--- src/rtl/ledmatrix_rx_if.sv ---
// Serial command link into ledmatrix_rx together with its word-level status outputs.
// The master side drives the three serial pins; the slave side is the responder.
interface ledmatrix_rx_if;
    logic        in_serial_clk;
    logic        in_serial_data;
    logic        in_seg_enable;
    logic        out_word_valid;
    logic        out_frame_err;
    logic [15:0] out_word;

    modport master (
        output in_serial_clk,
        output in_serial_data,
        output in_seg_enable,
        input  out_word_valid,
        input  out_frame_err,
        input  out_word
    );

    modport slave (
        input  in_serial_clk,
        input  in_serial_data,
        input  in_seg_enable,
        output out_word_valid,
        output out_frame_err,
        output out_word
    );
endinterface

--- src/rtl/ledmatrix_rx.sv ---
// MAX7219-style serial responder: receives 16-bit command words and drives a scanned, PWM-dimmed LED array.
// Optional macro LEDMAT_RX_SEVENSEG_EN adds the per-digit seven-segment decoder selected by the decode mask.
module ledmatrix_rx #(
    parameter int MAIN_CLK     = 50_000_000,
    parameter int BUS_BITS     = 16,
    parameter int NUM_SEGS     = 8,
    parameter int LEDS_PER_SEG = 8,
    parameter int SCAN_CYCLES  = MAIN_CLK / 8000
) (
    input  logic                    in_clk,
    input  logic                    in_rst,
    ledmatrix_rx_if.slave           bus,
    output logic [NUM_SEGS-1:0]     out_rows,
    output logic [LEDS_PER_SEG-1:0] out_cols
);

    localparam int               PHASE_DIV = SCAN_CYCLES / 16;
    localparam int               SUB_W     = (PHASE_DIV > 1) ? $clog2(PHASE_DIV) : 1;
    localparam logic [SUB_W-1:0] SUB_MAX   = SUB_W'(PHASE_DIV - 1);
    localparam logic [2:0]       LIMIT_MAX = 3'(NUM_SEGS - 1);

    typedef enum logic [1:0] {
        ST_IDLE  = 2'd0,
        ST_SHIFT = 2'd1,
        ST_LATCH = 2'd2
    } state_e;

    // Synchronisers: bit 0 first stage, bit 1 synchronised, bit 2 previous value for edge detect
    logic [2:0] sclk_q;
    logic [2:0] sen_q;
    logic [1:0] sdat_q;

    logic sclk_rise;
    logic en_fall;
    logic en_lvl;
    logic din;

    state_e              state_q, state_d;
    logic [BUS_BITS-1:0] shreg_q, shreg_d;
    logic [4:0]          cnt_q, cnt_d;
    logic                err_d;

    logic [7:0]              addr;
    logic [7:0]              data;
    logic [LEDS_PER_SEG-1:0] digit_q [NUM_SEGS];
    logic [3:0]              intensity_q;
    logic [2:0]              limit_q;
    logic                    normal_q;
    logic                    test_q;
    logic [BUS_BITS-1:0]     word_q;
    logic                    valid_q;
    logic                    err_q;
`ifdef LEDMAT_RX_SEVENSEG_EN
    logic [NUM_SEGS-1:0]     decode_q;
`endif

    logic [SUB_W-1:0]        sub_q;
    logic [3:0]              phase_q;
    logic [2:0]              idx_q;
    logic                    slot_wrap;
    logic [2:0]              eff_limit;

    logic [LEDS_PER_SEG-1:0] cur_cols;
    logic [NUM_SEGS-1:0]     rows_d, rows_q;
    logic [LEDS_PER_SEG-1:0] cols_d, cols_q;

`ifdef LEDMAT_RX_SEVENSEG_EN
    // Active-high segments, bit 0 = a ... bit 6 = g
    function automatic logic [6:0] seg7(input logic [3:0] v);
        logic [6:0] s;
        case (v)
            4'h0: s = 7'h3F;
            4'h1: s = 7'h06;
            4'h2: s = 7'h5B;
            4'h3: s = 7'h4F;
            4'h4: s = 7'h66;
            4'h5: s = 7'h6D;
            4'h6: s = 7'h7D;
            4'h7: s = 7'h07;
            4'h8: s = 7'h7F;
            4'h9: s = 7'h6F;
            4'hA: s = 7'h77;
            4'hB: s = 7'h7C;
            4'hC: s = 7'h39;
            4'hD: s = 7'h5E;
            4'hE: s = 7'h79;
            default: s = 7'h71;
        endcase
        return s;
    endfunction
`endif

    always_ff @(posedge in_clk or posedge in_rst) begin
        if (in_rst) begin
            sclk_q <= '0;
            sen_q  <= '0;
            sdat_q <= '0;
        end else begin
            sclk_q <= {sclk_q[1:0], bus.in_serial_clk};
            sen_q  <= {sen_q[1:0], bus.in_seg_enable};
            sdat_q <= {sdat_q[0], bus.in_serial_data};
        end
    end

    assign sclk_rise = sclk_q[1] & ~sclk_q[2];
    assign en_fall   = ~sen_q[1] & sen_q[2];
    assign en_lvl    = sen_q[1];
    assign din       = sdat_q[1];

    always_ff @(posedge in_clk or posedge in_rst) begin
        if (in_rst) begin
            state_q <= ST_IDLE;
            shreg_q <= '0;
            cnt_q   <= '0;
        end else begin
            state_q <= state_d;
            shreg_q <= shreg_d;
            cnt_q   <= cnt_d;
        end
    end

    // Enable fall wins over a coincident serial-clock edge, so that edge is dropped
    always_comb begin
        state_d = state_q;
        shreg_d = shreg_q;
        cnt_d   = cnt_q;
        err_d   = 1'b0;
        case (state_q)
            ST_IDLE: begin
                if (en_lvl) begin
                    state_d = ST_SHIFT;
                    cnt_d   = '0;
                end
            end
            ST_SHIFT: begin
                if (en_fall) begin
                    if (cnt_q >= 5'd16) begin
                        state_d = ST_LATCH;
                    end else begin
                        err_d   = 1'b1;
                        state_d = ST_IDLE;
                    end
                end else if (sclk_rise) begin
                    shreg_d = {shreg_q[BUS_BITS-2:0], din};
                    if (cnt_q != 5'd17) begin
                        cnt_d = cnt_q + 5'd1;
                    end
                end
            end
            ST_LATCH: state_d = ST_IDLE;
            default:  state_d = ST_IDLE;
        endcase
    end

    assign addr = shreg_q[BUS_BITS-1 -: 8];
    assign data = shreg_q[7:0];

    always_ff @(posedge in_clk or posedge in_rst) begin
        if (in_rst) begin
            for (int i = 0; i < NUM_SEGS; i++) begin
                digit_q[i] <= '0;
            end
            intensity_q <= '0;
            limit_q     <= '0;
            normal_q    <= 1'b0;
            test_q      <= 1'b0;
            word_q      <= '0;
            valid_q     <= 1'b0;
            err_q       <= 1'b0;
`ifdef LEDMAT_RX_SEVENSEG_EN
            decode_q    <= '0;
`endif
        end else begin
            valid_q <= (state_q == ST_LATCH);
            err_q   <= err_d;
            if (state_q == ST_LATCH) begin
                word_q <= shreg_q;
                for (int i = 0; i < NUM_SEGS; i++) begin
                    if (addr == 8'(i + 1)) begin
                        digit_q[i] <= data;
                    end
                end
                case (addr)
`ifdef LEDMAT_RX_SEVENSEG_EN
                    8'h09: decode_q <= data[NUM_SEGS-1:0];
`endif
                    8'h0A: intensity_q <= data[3:0];
                    8'h0B: limit_q     <= (data[2:0] > LIMIT_MAX) ? LIMIT_MAX : data[2:0];
                    8'h0C: normal_q    <= data[0];
                    8'h0F: test_q      <= data[0];
                    default: ;
                endcase
            end
        end
    end

    assign bus.out_word       = word_q;
    assign bus.out_word_valid = valid_q;
    assign bus.out_frame_err  = err_q;

    // Slot counter is kept as (phase, sub) so the PWM phase needs no divider
    assign slot_wrap = (phase_q == 4'hF) && (sub_q == SUB_MAX);
    assign eff_limit = test_q ? LIMIT_MAX : limit_q;

    always_ff @(posedge in_clk or posedge in_rst) begin
        if (in_rst) begin
            sub_q   <= '0;
            phase_q <= '0;
            idx_q   <= '0;
        end else begin
            if (sub_q == SUB_MAX) begin
                sub_q   <= '0;
                phase_q <= phase_q + 4'd1;
            end else begin
                sub_q <= sub_q + SUB_W'(1);
            end
            if (slot_wrap) begin
                idx_q <= (idx_q >= eff_limit) ? 3'd0 : idx_q + 3'd1;
            end
        end
    end

    always_comb begin
        cur_cols = digit_q[idx_q];
`ifdef LEDMAT_RX_SEVENSEG_EN
        if (decode_q[idx_q]) begin
            cur_cols = {digit_q[idx_q][7], seg7(digit_q[idx_q][3:0])};
        end
`endif
        rows_d = '0;
        cols_d = '0;
        if (test_q || normal_q) begin
            for (int i = 0; i < NUM_SEGS; i++) begin
                rows_d[i] = (idx_q == 3'(i));
            end
        end
        if (test_q) begin
            cols_d = '1;
        end else if (normal_q && (phase_q <= intensity_q)) begin
            cols_d = cur_cols;
        end
    end

    always_ff @(posedge in_clk or posedge in_rst) begin
        if (in_rst) begin
            rows_q <= '0;
            cols_q <= '0;
        end else begin
            rows_q <= rows_d;
            cols_q <= cols_d;
        end
    end

    assign out_rows = rows_q;
    assign out_cols = cols_q;

endmodule

--- src/flat_wrapper.sv ---
// flat-port wrapper written by rule: the top's interface ports become plain ports
module ledmatrix_rx_flat 
#(
    parameter int MAIN_CLK     = 50_000_000,
    parameter int BUS_BITS     = 16,
    parameter int NUM_SEGS     = 8,
    parameter int LEDS_PER_SEG = 8,
    parameter int SCAN_CYCLES  = MAIN_CLK / 8000
)
  (in_clk, in_rst, out_rows, out_cols, bus_in_serial_clk, bus_in_serial_data, bus_in_seg_enable, bus_out_word_valid, bus_out_frame_err, bus_out_word);
  ledmatrix_rx_if bus_i ();
  input  logic in_clk;
  input  logic in_rst;
  output logic [NUM_SEGS-1:0] out_rows;
  output logic [LEDS_PER_SEG-1:0] out_cols;
  input wire logic [$bits(bus_i.in_serial_clk)-1:0] bus_in_serial_clk;
  input wire logic [$bits(bus_i.in_serial_data)-1:0] bus_in_serial_data;
  input wire logic [$bits(bus_i.in_seg_enable)-1:0] bus_in_seg_enable;
  output wire logic [$bits(bus_i.out_word_valid)-1:0] bus_out_word_valid;
  output wire logic [$bits(bus_i.out_frame_err)-1:0] bus_out_frame_err;
  output wire logic [$bits(bus_i.out_word)-1:0] bus_out_word;
  assign bus_i.in_serial_clk = bus_in_serial_clk;
  assign bus_i.in_serial_data = bus_in_serial_data;
  assign bus_i.in_seg_enable = bus_in_seg_enable;
  assign bus_out_word_valid = bus_i.out_word_valid;
  assign bus_out_frame_err = bus_i.out_frame_err;
  assign bus_out_word = bus_i.out_word;
  ledmatrix_rx #(.MAIN_CLK(MAIN_CLK), .BUS_BITS(BUS_BITS), .NUM_SEGS(NUM_SEGS), .LEDS_PER_SEG(LEDS_PER_SEG), .SCAN_CYCLES(SCAN_CYCLES)) u_core (.in_clk(in_clk), .in_rst(in_rst), .bus(bus_i), .out_rows(out_rows), .out_cols(out_cols));
endmodule
--- config.mk ---
export PLATFORM = sky130hd
export DESIGN_NAME = ledmatrix_rx_flat
export DESIGN_NICKNAME = d
export VERILOG_FILES = /design/src/rtl/ledmatrix_rx_if.sv /design/src/rtl/ledmatrix_rx.sv /design/src/flat_wrapper.sv
export SDC_FILE = /design/constraint.sdc
export NUM_CORES = 1
export LEC_CHECK = 0
export ABC_CLOCK_PERIOD_IN_PS = 10000
export CORE_ASPECT_RATIO = 1.4
export CORE_MARGIN = 2
export CORE_UTILIZATION = 40
export CTS_BUF_LIST = sky130_fd_sc_hd__clkbuf_2
export DETAILED_ROUTE_END_ITERATION = 7
export GPL_TIMING_DRIVEN = 0
export PLACE_DENSITY = 0.62
export RECOVER_POWER = 50
export SLEW_MARGIN = 25
export SYNTH_ARGS = -nofsm -noshare
export SYNTH_HDL_FRONTEND = slang
export SYNTH_SLANG_ARGS = --single-unit
--- constraint.sdc ---
create_clock -name in_clk -period 10 [get_ports in_clk]
set_input_delay 2.5 -clock in_clk [delete_from_list [all_inputs] [get_ports in_clk]]
set_output_delay 2.5 -clock in_clk [all_outputs]
set_load 0.05 [all_outputs]
==> run summary, run 1 <==
outcome = finished with violations
failing checks = DRC, capacitance limit, slew limit
Residual DRC = 1
pwr dens = 150 mW/mm2
Core ar. = 0.0162 mm2
crit path max fanout = 77
Net Sw Power = 310 uW
top cells by area, synth = dfrtp_1 58%, mux2_2 15%, mux4_2 5.4%
starting density of the core = 0.410
dominant cell type by area after synthesis = dfrtp_1
critical path class = input pin to async pin
Clock Sinks = 154
post-synth top area share = 0.578
CP max stage delay = 1.90 ns
total track usage = 0.157
Top FF cell, synth = dfrtp_1
critical path capture point type = async pin
H-tree depth = 4
clk_lat worst skew = 0.71 ns
fin crit period = 4.71 ns
clock skew = 0.0271 ns
final RePlAce weighted congestion = 0.723
Post-synth EDFFs = 0
Synth Cell Area = 0.00667 mm2
number of global-route vias before repair = 4196
Post-Syn Nets = 530
via count = 3984
layout cells sized above 1 = 0.231
CTS tree = yes
dpl cells = 744
Slew headroom = -1.27
Req. time, crit path = 10.30 ns
Port Buffer Count = 38
Sw Ratio = 0.275
largest net degree at the start of global routing = 79
cell-internal power = 819 uW
Fill cells = 1503
Seq pwr share = 0.593
postcts setup bufs = 0
DRT iter0 DRCs = 129
Mean Syn Cell Area = 13.2 um2
Synth cell types = 39
CP cell instances = dlygate4sd3_1, clkinvlp_2
final hold vios = 0
Top Ports = 39
Final period util = 0.471
deepest clock path buffer count = 2
drt total wl = 12.7 mm
sum of negative setup slack = 0 ns
CP delay by family, top = buffers and inverters
Die ar. = 0.0177 mm2
register area share after synthesis = 0.578
dpl hpwl = 8.84 mm
achievable frequency = 212 MHz
Root Buffer = clkbuf_2
Worst-path clk slew = 0.19 ns
Combinational Power Share = 0.094
Yosys reg bits = 154
Final #Nets = 588
final slew viol count = 106
WP buf/inv = 2
number of max-cap violations = 4
chip height = 157 um
CP arrival = 5.02 ns
initial antenna violation count = 1
Clock Power Share = 0.313
Die W = 113 um
post-route ant nets = 0
CTS Buf Count = 17
via/cell ratio = 5.13
WL per Instance = 16.3 um
VDD IR max = 0.0000754 V
CP startpoint kind = input pin
Worst-Margin Slew = 3.39 ns
global-route wire length before repair = 21.5 mm
# rows = 55
FFs w/ async S/R, synth = 1.00
YS warnings = 0
RSZ-0062 raised after global routing = no
drt first pass iters = 6
CTS resizes = 0
Cells after Synth = 506
# setup viols final = 0
Hold Crit Class = register to register
leakage power = 3.69 nW
total congestion overflow = 0
final cell count without fillers = 776
hold_buf cts = 0
Area growth syn-to-layout = 12.7%
Slowest-stage cell, CP = clkinvlp_2
[area by class of cell]
type                       count  area (um2)  share of cell area
tap                          199         249              0.0332
inverter                      17        65.1             0.00866
sequential                   154        3850               0.513
antenna                        1        2.50            0.000333
clock inverter                12         151              0.0202
clock buffer                  19        95.1              0.0127
multi-input combinational    315        2610               0.348
buffer                        20        75.1              0.0100
timing repair buffer          39         408              0.0543
[flip-flops by register name, summed over array words and instances (netlist names)]
signal                     flops
u_core.bus.out_frame_err       1
u_core.bus.out_word           16
u_core.bus.out_word_valid      1
u_core.cnt_q                   5
u_core.digit_q                64
u_core.idx_q                   3
u_core.intensity_q             4
u_core.limit_q                 3
u_core.normal_q                1
u_core.out_cols                8
u_core.out_rows                8
u_core.phase_q                 4
u_core.sclk_q                  3
u_core.sdat_q                  2
u_core.sen_q                   3
u_core.shreg_q                16
u_core.state_q                 2
u_core.sub_q                   9
u_core.test_q                  1
[metrics by stage]
stage	power, mW	hold slack (ns)	setup slack (ns)	util	area (um2)
5_1_grt	1.19	0.399	4.74	0.462	7510
2_1_floorplan	0.749	0.331	3.35	-	6670
4_1_cts	1.15	0.381	5.48	0.467	7580
3_5_place_dp	0.790	0.340	6.19	0.451	7330
6_report	1.13	0.376	5.29	0.462	7510
3_3_place_gp	0.782	0.335	1.47	0.449	7300
[power groups by stage]
stage	logic (mW)	clock network [mW]	registers, mW
after global routing	0.120	0.395	0.673
after CTS	0.109	0.367	0.670
after floorplan	0.0737	0	0.675
after global placement	0.102	0	0.680
final	0.106	0.353	0.670
after detailed placement	0.109	0	0.681
[metal layers]
layer	vias to the layer above	track usage	share of wire
met1	2042	0.196	0.44
met3	11	0.0407	0.027
met5	-	0	0
met2	60	0.267	0.51
li1	1871	-	-
met4	0	0.0528	0.015
[cells in the mapped netlist, drive strengths merged, types with 4 or more instances]
cell type,count
a21o,9
and2,4
and3,6
buf,5
clkbuf,15
dfrtp,154
ha,19
inv,17
mux2,90
mux2i,4
mux4,16
nand2,83
nand2b,5
nand3,6
nand3b,4
nand4,5
nor2,16
nor3,8
o21ai,7
xnor2,8
[worst paths after layout]
kind / from / to / slack [ns] / cells after the start
max reg2reg: u_core.shreg_q[15]$_DFFE_PP0P_ / u_core.digit_q[6]$_DFFE_PP0P_ / 6.62 / 4
max: in_rst / u_core.digit_q[38]$_DFFE_PP0P_ / 5.29 / 2
min in group asynchronous: in_rst / u_core.bus.out_frame_err$_DFF_PP0_ / 3.20 / 2
min: u_core.sdat_q[0]$_DFF_PP0_ / u_core.sdat_q[1]$_DFF_PP0_ / 0.38 / 0
min reg2reg: u_core.sdat_q[0]$_DFF_PP0_ / u_core.sdat_q[1]$_DFF_PP0_ / 0.38 / 0
max in group in_clk: u_core.bus.out_word[14]$_DFFE_PP0P_ / bus_out_word[14] / 5.57 / 1
[logic make-up after synthesis]
group                      Yosys count  synth area share
AOI/OAI and AO/OA                   24            0.0236
xor gates and xnor gates            11            0.0145
adders and majority gates           19            0.0357
buffers and inverters               37            0.0214
DFF                                154             0.578
muxes                              110             0.212
and+or+nand+nor                    151             0.115
[cells in the final DEF (no fill, tap or decap), types with 2 or more instances in the layout]
| cell | instances |
|---|---|
| dfrtp_1 | 154 |
| mux2_2 | 85 |
| nand2_1 | 83 |
| clkdlybuf4s50_1 | 34 |
| clkbuf_1 | 20 |
| ha_1 | 19 |
| clkbuf_2 | 19 |
| inv_1 | 16 |
| nor2_1 | 16 |
| mux4_2 | 16 |
| a21o_1 | 9 |
| nor3_1 | 8 |
| xnor2_1 | 8 |
| o21ai_0 | 7 |
| and3_1 | 6 |
| nand3_1 | 6 |
| clkinvlp_4 | 6 |
| nand2b_1 | 5 |
| mux2_1 | 5 |
| nand4_1 | 5 |
| nand3b_1 | 4 |
| mux2i_1 | 4 |
| dlygate4sd3_1 | 4 |
| and2_1 | 3 |
| a21oi_1 | 3 |
| nor2b_1 | 3 |
| xor2_1 | 3 |
| bufinv_16 | 3 |
| nor3b_1 | 2 |
| nor4b_1 | 2 |
| a211o_1 | 2 |
| clkinv_1 | 2 |
Note: power is estimated with default switching activity, not from simulation.
==> run 2, diff against run 1 <==
ABC_CLOCK_PERIOD_IN_PS = 4630   (was 10000)
clock period = 4.63 ns   (was 10 ns; I/O delays follow)
==> run summary, run 2 (same netlist as run 1, synthesis figures left out) <==
Clock Sinks = 154 (unchanged)
Hold Crit Class = register to register
total track usage = 0.158 (+0.000680)
Req. time, crit path = 3.47 ns (-6.83 ns)
most frequent cells in the layout = 154 x dfrtp_1, 88 x mux2_2, 83 x nand2_1
CP cell instances = clkdlybuf4s50_1
outcome = finished with violations
# setup viols final = 0 (unchanged)
CP delay by family, top = buffers and inverters
H-tree depth = 4 (unchanged)
final cell count without fillers = 781 (+0.64%)
dpl cells = 748 (+0.54%)
WL per Instance = 16.2 um (-0.84%)
Fill cells = 1475 (-1.9%)
RR Startpoint = u_core.idx_q[0]$_DFFE_PP0P_
final slew viol count = 24 (-77%)
Port Buffer Count = 38 (unchanged)
Slew headroom = -0.0101 (+1.26)
achievable frequency = 321 MHz
Slowest-stage cell, CP = clkdlybuf4s50_1
clock skew = 0.0306 ns (+0.00345 ns)
initial antenna violation count = 1 (unchanged)
CP startpoint kind = register
clk_lat worst skew = 0.73 ns (+0.02 ns)
post-route ant nets = 0 (unchanged)
starting density of the core = 0.410 (unchanged)
leakage power = 3.77 nW (+2.2%)
Die W = 113 um (unchanged)
dpl hpwl = 9.21 mm (+4.1%)
Setup Slack @ Placement = 2.14 ns (-4.05 ns)
VDD IR max = 0.000204 V (+170%)
global-route wire length before repair = 21.7 mm (+0.61%)
area of the multi-input gates = 0.00267 mm2 (+2.3%)
crit path max fanout = 2 (-97%)
Register Area = 0.00385 mm2 (unchanged)
drt first pass iters = 6 (unchanged)
fin crit period = 3.11 ns
CTS resizes = 0 (unchanged)
layout cells sized above 1 = 0.256 (+0.0256)
Final period util = 0.673
Residual DRC = 6 (+5)
drt total wl = 12.6 mm (-0.20%)
failing checks = DRC, capacitance limit, slew limit
pwr dens = 330 mW/mm2 (+120%)
postcts setup bufs = 0 (unchanged)
Post-Route Utilization = 0.472 (+0.00917)
CP arrival = 1.96 ns (-3.06 ns)
max reg flops = 64 (unchanged)
r2r worst-path depth = 8 (+4)
Most flops, register = u_core.digit_q
CTS Buf Count = 17 (unchanged)
critical path capture point type = primary output
CTS tree = yes
CP max stage delay = 0.81 ns (-1.09 ns)
# rows = 55 (unchanged)
Area growth syn-to-layout = 14.9%
final RePlAce weighted congestion = 0.741 (+2.6%)
Worst-Margin Slew = 1.52 ns (-1.87 ns)
hold path startpoint = u_core.sen_q[0]$_DFF_PP0_
RSZ-0062 raised after global routing = no
worst setup margin = 1.52 ns (-3.77 ns)
final hold slack = 0.380 ns (+0.00375 ns)
Worst-path clk slew = 0.23 ns (+0.04 ns)
commonest non-fill, non-tap cell in the layout = dfrtp_1
number of max-cap violations = 1 (-3)
via/cell ratio = 5.02 (-2.1%)
final hold vios = 0 (unchanged)
worst hold endpoint = u_core.sen_q[1]$_DFF_PP0_
Root Buffer = clkbuf_2
number of global-route vias before repair = 4199 (+0.071%)
sum of negative setup slack = 0 ns (unchanged)
Top Ports = 39 (unchanged)
WP buf/inv = 1 (-1)
FF-to-FF End = u_core.idx_q[2]$_DFFE_PP0P_
Die ar. = 0.0177 mm2 (unchanged)
chip height = 157 um (unchanged)
total congestion overflow = 0 (unchanged)
flop2flop setup slack = 2.15 ns (-4.47 ns)
critical path class = register to primary output
hold_buf cts = 0 (unchanged)
via count = 3924 (-1.5%)
WHS Path Cells = 0 (unchanged)
largest net degree at the start of global routing = 33 (-58%)
deepest clock path buffer count = 2 (unchanged)
DRT iter0 DRCs = 164 (+27%)
Core ar. = 0.0162 mm2 (unchanged)
Final #Nets = 592 (+0.68%)
run 2: cell count changes in the layout (fill, tap and decap cells not counted), moves of 3 or more:
cell | before | now
buf_2 | 0 | 3
mux2_1 | 5 | 2
nor3_2 | 0 | 3
mux2_2 | 85 | 88
nor3_1 | 8 | 5
run 2: worst max path at each step:
stage	cells after the start	start	end
floorplan	1	in_rst	u_core.bus.out_frame_err$_DFF_PP0_
global placement	2	in_rst	u_core.digit_q[53]$_DFFE_PP0P_
detailed placement	8	u_core.idx_q[0]$_DFFE_PP0P_	u_core.idx_q[2]$_DFFE_PP0P_
CTS	1	u_core.bus.out_word[10]$_DFFE_PP0P_	bus_out_word[10]
global route	1	u_core.bus.out_word[2]$_DFFE_PP0P_	bus_out_word[2]
finish	1	u_core.bus.out_word[0]$_DFFE_PP0P_	bus_out_word[0]
run 2: cell type report:
class                           instances  area share
Sequential cell                       154       0.503
Inverter                               17     0.00850
Multi-Input combinational cell        315       0.349
Timing Repair Buffer                   43      0.0595
Clock inverter                         15      0.0260
Clock buffer                           17      0.0111
Tap cell                              199      0.0325
Antenna cell                            1    0.000327
Buffer                                 20      0.0103
run 2: per-layer routing:
metal	vias up	wire (um)	GRT usage
met3	10	385	0.0430
met1	1982	5550	0.196
met4	0	134	0.0470
met2	55	6580	0.270
li1	1877	-	-
met5	-	0	0
run 2: per-stage QoR:
step                total power [mW]  area [um2]
floorplan                       1.62        6670
global placement                1.69        7300
detailed placement              1.72        7410
CTS                             2.57        7690
global route                    2.66        7660
finish                          2.53        7660
run 2: power by group:
group / internal [mW] / switching, mW
Clock: 0.355 / 0.493
Sequential: 1.40 / 0.0493
Combinational: 0.0777 / 0.158
